===== src/rtl/interval_counter_if.sv =====
// interval_counter_if: control and status bundle for interval_counter.
interface interval_counter_if #(parameter int WIDTH = 17);
  logic             start;
  logic             stop;
  logic             pause;
  logic             periodic;
  logic [WIDTH-1:0] limit;
  logic             counting;
  logic             paused;
  logic             done;
  logic [WIDTH-1:0] result;
  modport master (output start, stop, pause, periodic, limit,
                  input  counting, paused, done, result);
  modport slave  (input  start, stop, pause, periodic, limit,
                  output counting, paused, done, result);
endinterface


===== src/rtl/interval_counter.sv =====
// interval_counter: counts 0..limit-1 after start, one-shot or periodic, with pause/abort/retrigger.
module interval_counter #(parameter int WIDTH = 17) (
  input logic              clk,
  input logic              reset,
  interval_counter_if.slave bus
);
  typedef enum logic [1:0] {IDLE, RUN, HOLD} state_t;
  state_t           state;
  logic [WIDTH-1:0] lim_q;
  logic             per_q;
  logic             go;
  logic             last;
  assign go   = bus.start && (bus.limit != '0);
  assign last = bus.result == lim_q - WIDTH'(1);
  always_ff @(posedge clk) begin
    if (reset) begin
      state        <= IDLE;
      lim_q        <= '0;
      per_q        <= 1'b0;
      bus.counting <= 1'b0;
      bus.paused   <= 1'b0;
      bus.done     <= 1'b0;
      bus.result   <= '0;
    end else begin
      bus.done <= 1'b0;
      if (bus.stop) begin
        state        <= IDLE;
        bus.counting <= 1'b0;
        bus.paused   <= 1'b0;
        bus.result   <= '0;
      end else if (go) begin
        lim_q        <= bus.limit;
        per_q        <= bus.periodic;
        bus.result   <= '0;
        state        <= bus.pause ? HOLD : RUN;
        bus.counting <= 1'b1;
        bus.paused   <= bus.pause;
      end else if (state == RUN && bus.pause) begin
        state      <= HOLD;
        bus.paused <= 1'b1;
      end else if (state == RUN && last) begin
        bus.done   <= 1'b1;
        bus.result <= '0;
        if (!per_q) begin
          state        <= IDLE;
          bus.counting <= 1'b0;
        end
      end else if (state == RUN) begin
        bus.result <= bus.result + WIDTH'(1);
      end else if (state == HOLD && !bus.pause) begin
        state      <= RUN;
        bus.paused <= 1'b0;
      end
    end
  end
endmodule


===== src/flat_wrapper.sv =====
// flat-port wrapper written by rule: the top's interface ports become plain ports
module interval_counter_flat 
#(parameter int WIDTH = 17)
  (clk, reset, bus_start, bus_stop, bus_pause, bus_periodic, bus_limit, bus_counting, bus_paused, bus_done, bus_result);
  interval_counter_if #(.WIDTH(WIDTH)) bus_i ();
  input logic clk;
  input logic reset;
  input wire logic [$bits(bus_i.start)-1:0] bus_start;
  input wire logic [$bits(bus_i.stop)-1:0] bus_stop;
  input wire logic [$bits(bus_i.pause)-1:0] bus_pause;
  input wire logic [$bits(bus_i.periodic)-1:0] bus_periodic;
  input wire logic [$bits(bus_i.limit)-1:0] bus_limit;
  output wire logic [$bits(bus_i.counting)-1:0] bus_counting;
  output wire logic [$bits(bus_i.paused)-1:0] bus_paused;
  output wire logic [$bits(bus_i.done)-1:0] bus_done;
  output wire logic [$bits(bus_i.result)-1:0] bus_result;
  assign bus_i.start = bus_start;
  assign bus_i.stop = bus_stop;
  assign bus_i.pause = bus_pause;
  assign bus_i.periodic = bus_periodic;
  assign bus_i.limit = bus_limit;
  assign bus_counting = bus_i.counting;
  assign bus_paused = bus_i.paused;
  assign bus_done = bus_i.done;
  assign bus_result = bus_i.result;
  interval_counter #(.WIDTH(WIDTH)) u_core (.clk(clk), .reset(reset), .bus(bus_i));
endmodule

===== config.mk =====
export PLATFORM = sky130hd
export DESIGN_NAME = interval_counter_flat
export DESIGN_NICKNAME = d
export VERILOG_FILES = /design/src/rtl/interval_counter_if.sv /design/src/rtl/interval_counter.sv /design/src/flat_wrapper.sv
export SDC_FILE = /design/constraint.sdc
export NUM_CORES = 1
export LEC_CHECK = 0
export ABC_AREA = 1
export CORE_ASPECT_RATIO = 1.4
export CORE_MARGIN = 5
export CORE_UTILIZATION = 30
export DETAILED_ROUTE_END_ITERATION = 6
export SYNTH_ARGS = -nofsm -noshare
export SYNTH_HDL_FRONTEND = slang
export SYNTH_SLANG_ARGS = --single-unit
export TNS_END_PERCENT = 20

===== constraint.sdc =====
create_clock -name clk -period 2.3 [get_ports clk]
set_input_delay 0.69 -clock clk [delete_from_list [all_inputs] [get_ports clk]]
set_output_delay 0.69 -clock clk [all_outputs]
set_load 0.02 [all_outputs]

==> qor.csv <==
stage;metric;value;unit
die;Die X;89.1;um
flow_run;MaxCap Viol Count;0;
layout;Seq. cell area;805;um^2
clock_tree;hold-fix buffers at CTS;0;
global_routing;GRT overflow;0;
die;chip height;121;um
setup_path;Req. time, crit path;2.47;ns
global_routing;initial antenna violation count;0;
setup_path;Crit. End Element;register;
power_and_ir_drop;worst vdd rail ir drop;0.446;mV
logic_synthesis;Netlist cell types;31;
run_status;status;complete, no violations;
setup_path;startpoint types;register;
layout;Antenna Cells;0;
global_routing;vias in the first global route;2848;
logic_synthesis;Net Count, Synth;462;
power_and_ir_drop;cell area power density;523;nW/um^2
drt;routed length per placed instance;12.3;um
logic_synthesis;Post-Synth Adder-Cell Area;0.00952;
drt;vias per inst;4.67;
global_routing;gr usage total;0.151;
sta;setup total negative slack;0;ns
clock_tree;Max Root-Sink Buffers;2;
logic_synthesis;Post-Syn Area;2630;um^2
power_and_ir_drop;Tot Pwr;2020;uW
min_path;Worst Hold Class;register to register;
min_path;Hold Path Stages;2;
setup_path;critical path class;register to register;
drt;Routed Antenna Nets;0;
sta;Final min period;2.23;ns
layout;area of the multi-input gates;1690;um^2
setup_path;Worst Reg2Reg Path Length in Cells;14;
die;Row Count;40;
layout;# fillers;893;
sta;relative slew slack;0.771;
clock_tree;htree depth;2;
placed_design;port bufs;42;
die;core area;8560;um^2
sta;Slew @ Worst Pin;0.343;ns
logic_synthesis;Synth Area in XOR/XNOR;0.0400;
layout;layout cell share with drive strength beyond 1;0.218;
sta;final hold slack;0.480;ns
clock_tree;clk slew on worst S/H paths;0.06;ns
logic_synthesis;main combinational cell family by area after synthesis;simple AND/OR/NAND/NOR gates;
global_routing;routing usage on met2;0.266;
sta;Final Max Tran Viols;0;
drt;drt first pass iters;4;
clock_tree;clk_lat worst skew;0.29;ns
clock_tree;Root Buffer Master;clkbuf_16;
global_routing;grt peak-use layer;met2;
logic_synthesis;sequential cell area fraction in the yosys report;0.305;
power_and_ir_drop;P_leak;0.00184;uW
sta;fmax;449;MHz
setup_path;Arr. time, crit path;2.40;ns
global_routing;routing usage on met1;0.173;
global_routing;met3 Use GR;0.0232;
sta;Final Hold Viols;0;
clock_tree;Num CTS Buffers;5;
die;initial core utilization;0.307;
drt;final wirelength;7.78;mm
sta;fin crit share;0.969;
placed_design;RD Place Congestion;0.907;
drt;DRT iter0 DRCs;130;
die;Die ar.;10800;um^2
drt;DRC errors left;0;
logic_synthesis;syn_area_per_cell;6.02;um^2
setup_path;peak fanout along the critical path;5;
die;IO Pins;43;
global_routing;global-route wire length before repair;12.8;mm
layout;layout net count;552;
placed_design;DP HPWL;6.24;mm
sta;final setup fails;0;
sta;final clock skew;0.00571;ns
clock_tree;CTS tree;yes;
drt;routed vias;2956;
global_routing;largest net degree at the start of global routing;19;
logic_synthesis;simple-gate share of the synthesized area;0.440;
layout;Layout area overhead;47.2;%
clock_tree;Num Clock Sinks;40;
logic_synthesis;flops & latches, synth;40;
logic_synthesis;synth warn;0;
logic_synthesis;Mapped Cells;437;
logic_synthesis;multiplexer share of the synthesized area;0;
logic_synthesis;post-synthesis compound-gate area fraction;0.0952;
-- worst max-delay path, stage by stage, from the launching register on --
cell	delay, ns
dfxtp_2	0.33
inv_2	0.07
ha_4	0.16
buf_4	0.12
nand3_4	0.13
buf_4	0.17
xnor2_1	0.17
nand3_1	0.12
nor2_2	0.14
nand3_2	0.11
nor2_4	0.16
buf_4	0.13
nand2_2	0.10
o21ai_1	0.14
a21oi_1	0.07
-- final cells by class --
cell class	instances	area share
Clock inverter	3	0.0110
Clock buffer	5	0.0323
Sequential cell	40	0.208
Tap cell	105	0.0339
Inverter	68	0.0666
Multi-Input combinational cell	322	0.438
Timing Repair Buffer	90	0.210
-- registers in the layout (all words and copies together) (netlist names) --
name / cells
u_core.bus.counting: 1
u_core.bus.done: 1
u_core.bus.paused: 1
u_core.bus.result: 17
u_core.lim_q: 17
u_core.per_q: 1
u_core.state: 2
-- metrics by stage --
| stage | util | std cells | worst slack (ns) | area (um^2) |
|---|---|---|---|---|
| final | 0.452 | 633 | 0.0719 | 3870 |
| after global routing | 0.452 | 633 | -0.0572 | 3870 |
| after CTS | 0.430 | 628 | 0.000818 | 3680 |
| after detailed placement | 0.407 | 620 | -0.412 | 3480 |
| after global placement | 0.407 | 620 | -0.369 | 3480 |
| after floorplan | - | 437 | 0.297 | 2630 |
-- worst paths after layout --
| path | startpoint | end | slack (ns) |
|---|---|---|---|
| setup reg to reg | u_core.lim_q[1] | u_core.bus.counting | 0.07 |
| hold reg to reg | u_core.bus.paused | u_core.bus.paused | 0.48 |
| setup / recovery | u_core.lim_q[1] | u_core.bus.counting | 0.07 |
| hold / removal | u_core.bus.paused | u_core.bus.paused | 0.48 |
-- layout by cell type (no fill, tap or decap), types with 7 or more instances in the layout --
cell type,count
a211oi_1,10
a21oi_1,14
buf_4,46
clkdlybuf4s50_1,35
dfxtp_1,37
dlymetal6s2s_1,7
inv_1,59
inv_2,8
nand2_1,131
nand2_2,7
nand3_1,29
nor2_1,50
nor2_2,14
nor2_4,8
o21ai_0,9
xnor2_1,7
-- power breakdown --
| part | internal (uW) | switching [uW] | total (uW) |
|---|---|---|---|
| Sequential | 715 | 23.5 | 739 |
| Clock | 510 | 286 | 796 |
| Combinational | 211 | 278 | 488 |
| Total | 1440 | 587 | 2020 |
-- cell families (layout without fill, tap and decap cells) --
kind of cell | after synthesis | count (layout)
XOR/XNOR | 12 | 12
flip-flops | 40 | 40
buffers and inverters | 75 | 166
AND/OR/NAND/NOR | 265 | 265
AO/OA/AOI/OAI | 43 | 43
adder cells (fa/ha/maj) | 2 | 2
-- metal layers --
layer / vias up / routed length (um)
met5: - / 0
met4: 0 / 294
met3: 21 / 287
met2: 66 / 4070
met1: 1325 / 3130
li1: 1544 / -
-- synthesized netlist by cell type (all sizes together) --
cell type / count / area (um^2)
nor3b: 1 / 7.51
nor3: 5 / 46.3
o211ai: 2 / 15.0
a211oi: 11 / 82.6
nand2: 140 / 531
xnor2: 7 / 61.3
nand3b: 4 / 30.0
dfxtp: 40 / 801
nor4: 3 / 18.8
ha: 2 / 25.0
xor2: 5 / 43.8
o21bai: 1 / 7.51
and3: 1 / 6.26
nand3: 34 / 183
a21oi: 16 / 80.1
nand4: 4 / 25.0
o21ai: 13 / 65.1
clkbuf: 4 / 15.0
nor2: 72 / 303
inv: 68 / 255
buf: 3 / 21.3
and2: 1 / 6.26
-- what timing repair did --
action / in CTS / in global routing
gates resized for setup: 11 / 48
pin swaps: 1 / 23
setup buffers: 0 / 6
endpoints found under the hold margin: 0 / 0
endpoints found under the setup margin: 39 / 39
Power figures use the tool's default switching activity.
